### src/rtl/dram_controller_param.sv
// FPM DRAM controller for a 68030 bus: row/column muxing, byte-lane CAS, CBR refresh
// with a queued request counter, and programmable RAS/CAS/precharge timing.
module dram_controller_param #(
    parameter int ADDR_BITS        = 12,
    parameter int NUM_BANKS        = 2,
    parameter int REFRESH_INTERVAL = 781,
    parameter int T_RCD            = 1,
    parameter int T_CAS            = 1,
    parameter int T_RP             = 2,
    parameter int T_REF            = 2,
    parameter int PORT_32          = 1
) (
    input  logic                 CLK,
    input  logic                 RST,
    input  logic                 CS_n,
    input  logic                 AS_n,
    input  logic                 RW,
    input  logic                 SIZ0,
    input  logic                 SIZ1,
    input  logic [31:0]          ADDR,
    output logic [ADDR_BITS-1:0] ADDR_DRAM,
    output logic [NUM_BANKS-1:0] RAS_n,
    output logic [3:0]           CAS_n,
    output logic                 DRAM_WR_n,
    output logic                 DSACK0_n,
    output logic                 DSACK1_n,
    output logic                 REF_OVF,
    output logic [3:0]           dbg_state,
    output logic [2:0]           dbg_pending
);

    localparam int BW = (NUM_BANKS > 1) ? $clog2(NUM_BANKS) : 1;
    localparam int TW = (REFRESH_INTERVAL > 1) ? $clog2(REFRESH_INTERVAL) : 1;

    typedef enum logic [3:0] {
        S_IDLE     = 4'd0,
        S_ROW      = 4'd1,
        S_RAS      = 4'd2,
        S_RCD      = 4'd3,
        S_CAS      = 4'd4,
        S_CASW     = 4'd5,
        S_ACK      = 4'd6,
        S_REF_CAS  = 4'd7,
        S_REF_RAS  = 4'd8,
        S_REF_HOLD = 4'd9,
        S_REF_END  = 4'd10,
        S_PRE      = 4'd11,
        S_PRE_W    = 4'd12
    } state_t;

    state_t state, next_state;

    logic cs_m, cs_s, as_m, as_s;
    logic [TW-1:0] ref_cnt;
    logic          tick, service;
    logic [2:0]    pending;
    logic [3:0]    cnt, cnt_d;
    logic [BW-1:0] bank;
    logic [3:0]    lanes;
    logic [ADDR_BITS-1:0] row, col, addr_d;
    logic [NUM_BANKS-1:0] ras_d;
    logic [3:0]    cas_d;
    logic          wr_d, ds0_d, ds1_d;
    logic          unused_addr;

    assign row = ADDR[2 +: ADDR_BITS];
    assign col = ADDR[2 + ADDR_BITS +: ADDR_BITS];
    assign unused_addr = ^ADDR;

    generate
        if (NUM_BANKS > 1) begin : g_bank
            assign bank = ADDR[2 + 2*ADDR_BITS +: BW];
        end else begin : g_one_bank
            assign bank = '0;
        end
    endgenerate

    // Every 68030 size/offset pattern reduces to a right shift of a left-aligned mask.
    always_comb begin
        lanes = 4'b0000;
        case ({SIZ1, SIZ0})
            2'b01:   lanes = 4'b1000 >> ADDR[1:0];
            2'b10:   lanes = 4'b1100 >> ADDR[1:0];
            2'b11:   lanes = 4'b1110 >> ADDR[1:0];
            default: lanes = 4'b1111 >> ADDR[1:0];
        endcase
    end

    always_ff @(posedge CLK or posedge RST) begin
        if (RST) begin
            cs_m <= 1'b1;
            cs_s <= 1'b1;
            as_m <= 1'b1;
            as_s <= 1'b1;
        end else begin
            cs_m <= CS_n;
            cs_s <= cs_m;
            as_m <= AS_n;
            as_s <= as_m;
        end
    end

    assign tick    = (ref_cnt == TW'(REFRESH_INTERVAL - 1));
    assign service = (state == S_REF_CAS);

    // A tick and a serviced refresh in the same cycle cancel out.
    always_ff @(posedge CLK or posedge RST) begin
        if (RST) begin
            ref_cnt <= '0;
            pending <= 3'd0;
            REF_OVF <= 1'b0;
        end else begin
            ref_cnt <= tick ? '0 : ref_cnt + 1'b1;
            if (tick && pending == 3'd7)
                REF_OVF <= 1'b1;
            if (tick && !service) begin
                if (pending != 3'd7)
                    pending <= pending + 3'd1;
            end else if (!tick && service) begin
                pending <= pending - 3'd1;
            end
        end
    end

    always_ff @(posedge CLK or posedge RST) begin
        if (RST) begin
            state     <= S_IDLE;
            cnt       <= 4'd0;
            ADDR_DRAM <= '0;
            RAS_n     <= '1;
            CAS_n     <= 4'hF;
            DRAM_WR_n <= 1'b1;
            DSACK0_n  <= 1'b1;
            DSACK1_n  <= 1'b1;
        end else begin
            state     <= next_state;
            cnt       <= cnt_d;
            ADDR_DRAM <= addr_d;
            RAS_n     <= ras_d;
            CAS_n     <= cas_d;
            DRAM_WR_n <= wr_d;
            DSACK0_n  <= ds0_d;
            DSACK1_n  <= ds1_d;
        end
    end

    // Raw AS_n drives abort and end-of-cycle so a negation is seen without sync delay.
    always_comb begin
        next_state = state;
        case (state)
            S_IDLE:     if (pending != 3'd0) next_state = S_REF_CAS;
                        else if (!cs_s && !as_s) next_state = S_ROW;
            S_ROW:      next_state = S_RAS;
            S_RAS:      next_state = S_RCD;
            S_RCD:      if (AS_n) next_state = S_PRE;
                        else if (cnt == 4'd1) next_state = S_CAS;
            S_CAS:      next_state = AS_n ? S_PRE : S_CASW;
            S_CASW:     if (AS_n) next_state = S_PRE;
                        else if (cnt == 4'd1) next_state = S_ACK;
            S_ACK:      if (AS_n) next_state = S_PRE;
            S_REF_CAS:  next_state = S_REF_RAS;
            S_REF_RAS:  next_state = S_REF_HOLD;
            S_REF_HOLD: if (cnt == 4'd1) next_state = S_REF_END;
            S_REF_END:  next_state = S_PRE;
            S_PRE:      next_state = (T_RP == 1) ? S_IDLE : S_PRE_W;
            S_PRE_W:    if (cnt == 4'd1) next_state = S_IDLE;
            default:    next_state = S_IDLE;
        endcase
    end

    always_comb begin
        cnt_d  = cnt;
        addr_d = ADDR_DRAM;
        ras_d  = RAS_n;
        cas_d  = CAS_n;
        wr_d   = DRAM_WR_n;
        ds0_d  = DSACK0_n;
        ds1_d  = DSACK1_n;
        case (state)
            S_ROW: begin
                addr_d = row;
                wr_d   = 1'b1;
            end
            S_RAS: begin
                ras_d = ~(NUM_BANKS'(1) << bank);
                cnt_d = 4'(T_RCD);
            end
            S_RCD: if (!AS_n) begin
                if (cnt == 4'd1) begin
                    addr_d = col;
                    wr_d   = RW;
                end else begin
                    cnt_d = cnt - 4'd1;
                end
            end
            S_CAS: if (!AS_n) begin
                cas_d = ~lanes;
                cnt_d = 4'(T_CAS);
            end
            S_CASW: if (!AS_n) begin
                if (cnt == 4'd1) begin
                    ds1_d = 1'b0;
                    ds0_d = (PORT_32 != 0) ? 1'b0 : 1'b1;
                end else begin
                    cnt_d = cnt - 4'd1;
                end
            end
            S_REF_CAS: begin
                cas_d = 4'h0;
                wr_d  = 1'b1;
            end
            S_REF_RAS: begin
                ras_d = '0;
                cnt_d = 4'(T_REF);
            end
            S_REF_HOLD: begin
                if (cnt == 4'd1) cas_d = 4'hF;
                else cnt_d = cnt - 4'd1;
            end
            S_REF_END: ras_d = '1;
            // First precharge cycle counts toward T_RP, so the wait holds T_RP-1 more.
            S_PRE: begin
                ras_d  = '1;
                cas_d  = 4'hF;
                ds0_d  = 1'b1;
                ds1_d  = 1'b1;
                wr_d   = 1'b1;
                addr_d = '0;
                cnt_d  = 4'(T_RP - 1);
            end
            S_PRE_W: if (cnt != 4'd1) cnt_d = cnt - 4'd1;
            default: ;
        endcase
    end

    assign dbg_state   = state;
    assign dbg_pending = pending;

endmodule
### config.mk
export PLATFORM = sky130hd
export DESIGN_NAME = dram_controller_param
export DESIGN_NICKNAME = d
export VERILOG_FILES = /design/src/rtl/dram_controller_param.sv
export SDC_FILE = /design/constraint.sdc
export NUM_CORES = 1
export LEC_CHECK = 0
export ABC_AREA = 0
export CORE_MARGIN = 2
export CORE_UTILIZATION = 33
export DETAILED_ROUTE_END_ITERATION = 12
export PLACE_DENSITY = 0.56
export SLEW_MARGIN = 20
export SYNTH_ARGS = -nofsm -noshare
export SYNTH_HDL_FRONTEND = slang
export SYNTH_SLANG_ARGS = --single-unit
### constraint.sdc
create_clock -name CLK -period 5.4 [get_ports CLK]
set_clock_uncertainty 0.1 [all_clocks]
set_input_delay 0.81 -clock CLK [delete_from_list [all_inputs] [get_ports CLK]]
set_output_delay 0.81 -clock CLK [all_outputs]
set_load 0.02 [all_outputs]
==> impl_metrics.json <==
{
  "first_pass_iters": 4,
  "max_freq_ghz": 0.326,
  "dp_hpwl_um": 4180,
  "finalNetCount": 378,
  "syn_inst": 277,
  "grt_pass1_wl_um": 10200,
  "final_common_cell": "clkdlybuf4s50_1",
  "path_cells": "clkdlybuf4s50_1 > nor4b_4 > nor2_1 > or4_1 > a211oi_2 > nor2_1",
  "drc": 0,
  "dpl_cell_area_um2": 3310,
  "globalRouteMet1Util_pct": 19.4,
  "min_period_ns": 3.06,
  "drtAntennaViolNets": 0,
  "cts.sinks": 46,
  "cts.path.max_buffers": 2,
  "p_leak_nw": 1.40,
  "port_buffers": 62,
  "grt_most_used_layer": "met2",
  "crit_type": "input port to flop",
  "met2_usage_pct": 23.7,
  "status": "finished, final reports clean",
  "drv_cap": 0,
  "cp.required_ns": 5.54,
  "chipHeight_um": 93.7,
  "finalHoldViolCount": 0,
  "drt-wirelength-per-cell_um": 13.6,
  "synth_seq_cells": 46,
  "synth-seq-area-share_pct": 44.0,
  "slew_violations": 0,
  "synth_ff_type": "dfrtp_1",
  "syn_to_final_growth_pct": 29.2,
  "core_um2": 7770,
  "vdd_ir_drop_max_mv": 0.176,
  "drive_gt1_share_pct": 12.0,
  "cpMaxStageDelayCell": "or4_1",
  "syn-cell-area_um2": 2650,
  "finalCritPeriodShare_pct": 56.7,
  "cp_max_fo": 25,
  "grt_max_degree": 47,
  "crit_arrival_ns": 3.20,
  "grt-ovfl-total": 0,
  "place_congestion": 0.812,
  "grt_usage_pct": 14.3,
  "antenna_found_initial": 0,
  "relSlewSlack_pct": 36.6,
  "tns_ns": 0,
  "layout_common_cells": "62 x clkdlybuf4s50_1, 34 x dfrtp_1, 28 x nand2_1, 24 x nor2_1, 16 x o21ai_0",
  "synthMuxAreaShare_pct": 3.63,
  "hold_buffers": 0,
  "grt_pass1_vias": 2151,
  "rsz0062_at_grt": "no",
  "synth_fa_ha_area_share_pct": 3.58,
  "drt_iter0_markers": 169,
  "place_ws_ns": 2.01,
  "start_util_pct": 34.1,
  "viasPerCell": 5.07,
  "die_area_um2": 8770,
  "end_kind": "flop",
  "ys_types": 58,
  "cts.clk_slew.worst_paths_ns": 0.09,
  "cts_made_buffers": 5,
  "diodes": 0,
  "cts_setup_buffers": 0,
  "worst_pin_slew_ns": 0.951,
  "cts-root-buf": "clkbuf_8",
  "syn_area_per_cell_um2": 9.58,
  "dieWidth_um": 93.7,
  "h-tree-depth": 2,
  "powerDensity_nw_per_um2": 559,
  "synth-async-reset-ratio_pct": 100,
  "cts_tree": "yes",
  "yosys.area_share.simple_pct": 18.0,
  "setup_viol": 0,
  "slowest_delay_ns": 0.91,
  "met3_usage_pct": 2.73,
  "via_count": 2207,
  "drt_wl_total_um": 5900,
  "synth_xor_area_share_pct": 2.97,
  "hp-class": "flop to flop",
  "io_pins": 68,
  "crit_path_frequent_cell": "nor2_1",
  "design_area_um2": 3430,
  "synth-compound-area-share_pct": 22.5,
  "synth_edf_count": 0,
  "yosysWarnings": 0,
  "rows": 32,
  "layout_setup_ws_ns": 2.34,
  "clock_latency_ns": 0.30,
  "synth_nets": 323,
  "synth_top_family_by_area": "compound AO/OA/AOI/OAI gates",
  "cp-start-kind": "input port",
  "cts-resized-gates": 0
}
[path summary, 6_finish.rpt]
| kind | startpoint | endpoint | slack, ns | depth (start not counted) |
|---|---|---|---|---|
| min reg2reg | as_m | as_s | 0.26 | 0 |
| max in group asynchronous | RST | dbg_pending[2] | 3.68 | 2 |
| max | AS_n | DRAM_WR_n | 2.34 | 6 |
| min | as_m | as_s | 0.26 | 0 |
| max reg2reg | dbg_state[0] | DRAM_WR_n | 2.66 | 4 |
| min in group asynchronous | RST | ref_cnt[7] | 0.93 | 2 |
[synth_stat cells (all sizes together), types with 2 or more instances]
library cell / instances / area (µm²)
a22o: 3 / 26.3
a211oi: 4 / 35.0
o31ai: 3 / 22.5
buf: 11 / 82.6
clkbuf: 4 / 15.0
nand4: 4 / 25.0
inv: 12 / 45.0
or4: 2 / 15.0
o21ai: 28 / 170
nor2b: 5 / 31.3
a31oi: 2 / 12.5
and3: 2 / 12.5
mux2: 5 / 56.3
xnor2: 6 / 52.6
xor2: 3 / 26.3
nand3: 9 / 45.0
nand2b: 5 / 31.3
ha: 6 / 75.1
nand2: 28 / 105
dfrtp: 34 / 851
a22oi: 13 / 97.6
nor2: 24 / 90.1
nor3: 7 / 35.0
a21oi: 15 / 75.1
mux2i: 4 / 40.0
a2bb2o: 2 / 20.0
dfstp: 12 / 315
[worst max-delay path, delay by kind of cell]
kind	cells	cell delay [ns]
compound gates	1	0.33
simple gates	4	1.41
buf+inv	1	0.64
[through the flow]
stage / util, % / hold WS, ns / cells / power [mW]
finish: 44.1 / 0.259 / 435 / 1.91
global route: 44.1 / 0.265 / 435 / 2.07
CTS: 44.1 / 0.261 / 435 / 1.94
detailed placement: 42.6 / 0.249 / 427 / 1.66
global placement: 42.6 / 0.246 / 427 / 1.65
floorplan: - / 0.245 / 277 / 1.36
[flip-flops by register name, indices dropped and copies added (netlist names)]
signal	cells
ADDR_DRAM	12
CAS_n	4
DRAM_WR_n	1
DSACK1_n	1
RAS_n	2
REF_OVF	1
as_m	1
as_s	1
cnt	4
cs_m	1
cs_s	1
dbg_pending	3
dbg_state	4
ref_cnt	10
[final cells by class]
class	instances	area (µm²)
tap	102	128
sequential	46	1170
fill	754	4340
clock inverter	3	47.5
multi-input combinational	204	1340
inverter	12	45.0
clock buffer	5	68.8
timing repair buffer	63	628
[per-layer routing]
metal	vias up	share of wire (%)
met5	-	0
met3	2	4.7
li1	1112	-
met4	0	0.68
met1	1041	47
met2	52	48
[kinds of logic after synthesis]
family	Yosys count
AOI/OAI and AO/OA	85
xor gates and xnor gates	9
adders and majority gates	7
buffers and inverters	27
DFF	46
muxes	9
and+or+nand+nor	94
[power by group]
group / leakage, nW / switching [mW] / total, mW / internal, mW
clock: 0.0591 / 0.127 / 0.268 / 0.141
combinational: 0.788 / 0.535 / 1.01 / 0.472
sequential: 0.552 / 0.162 / 0.640 / 0.477
Power figures use the tool's default switching activity.
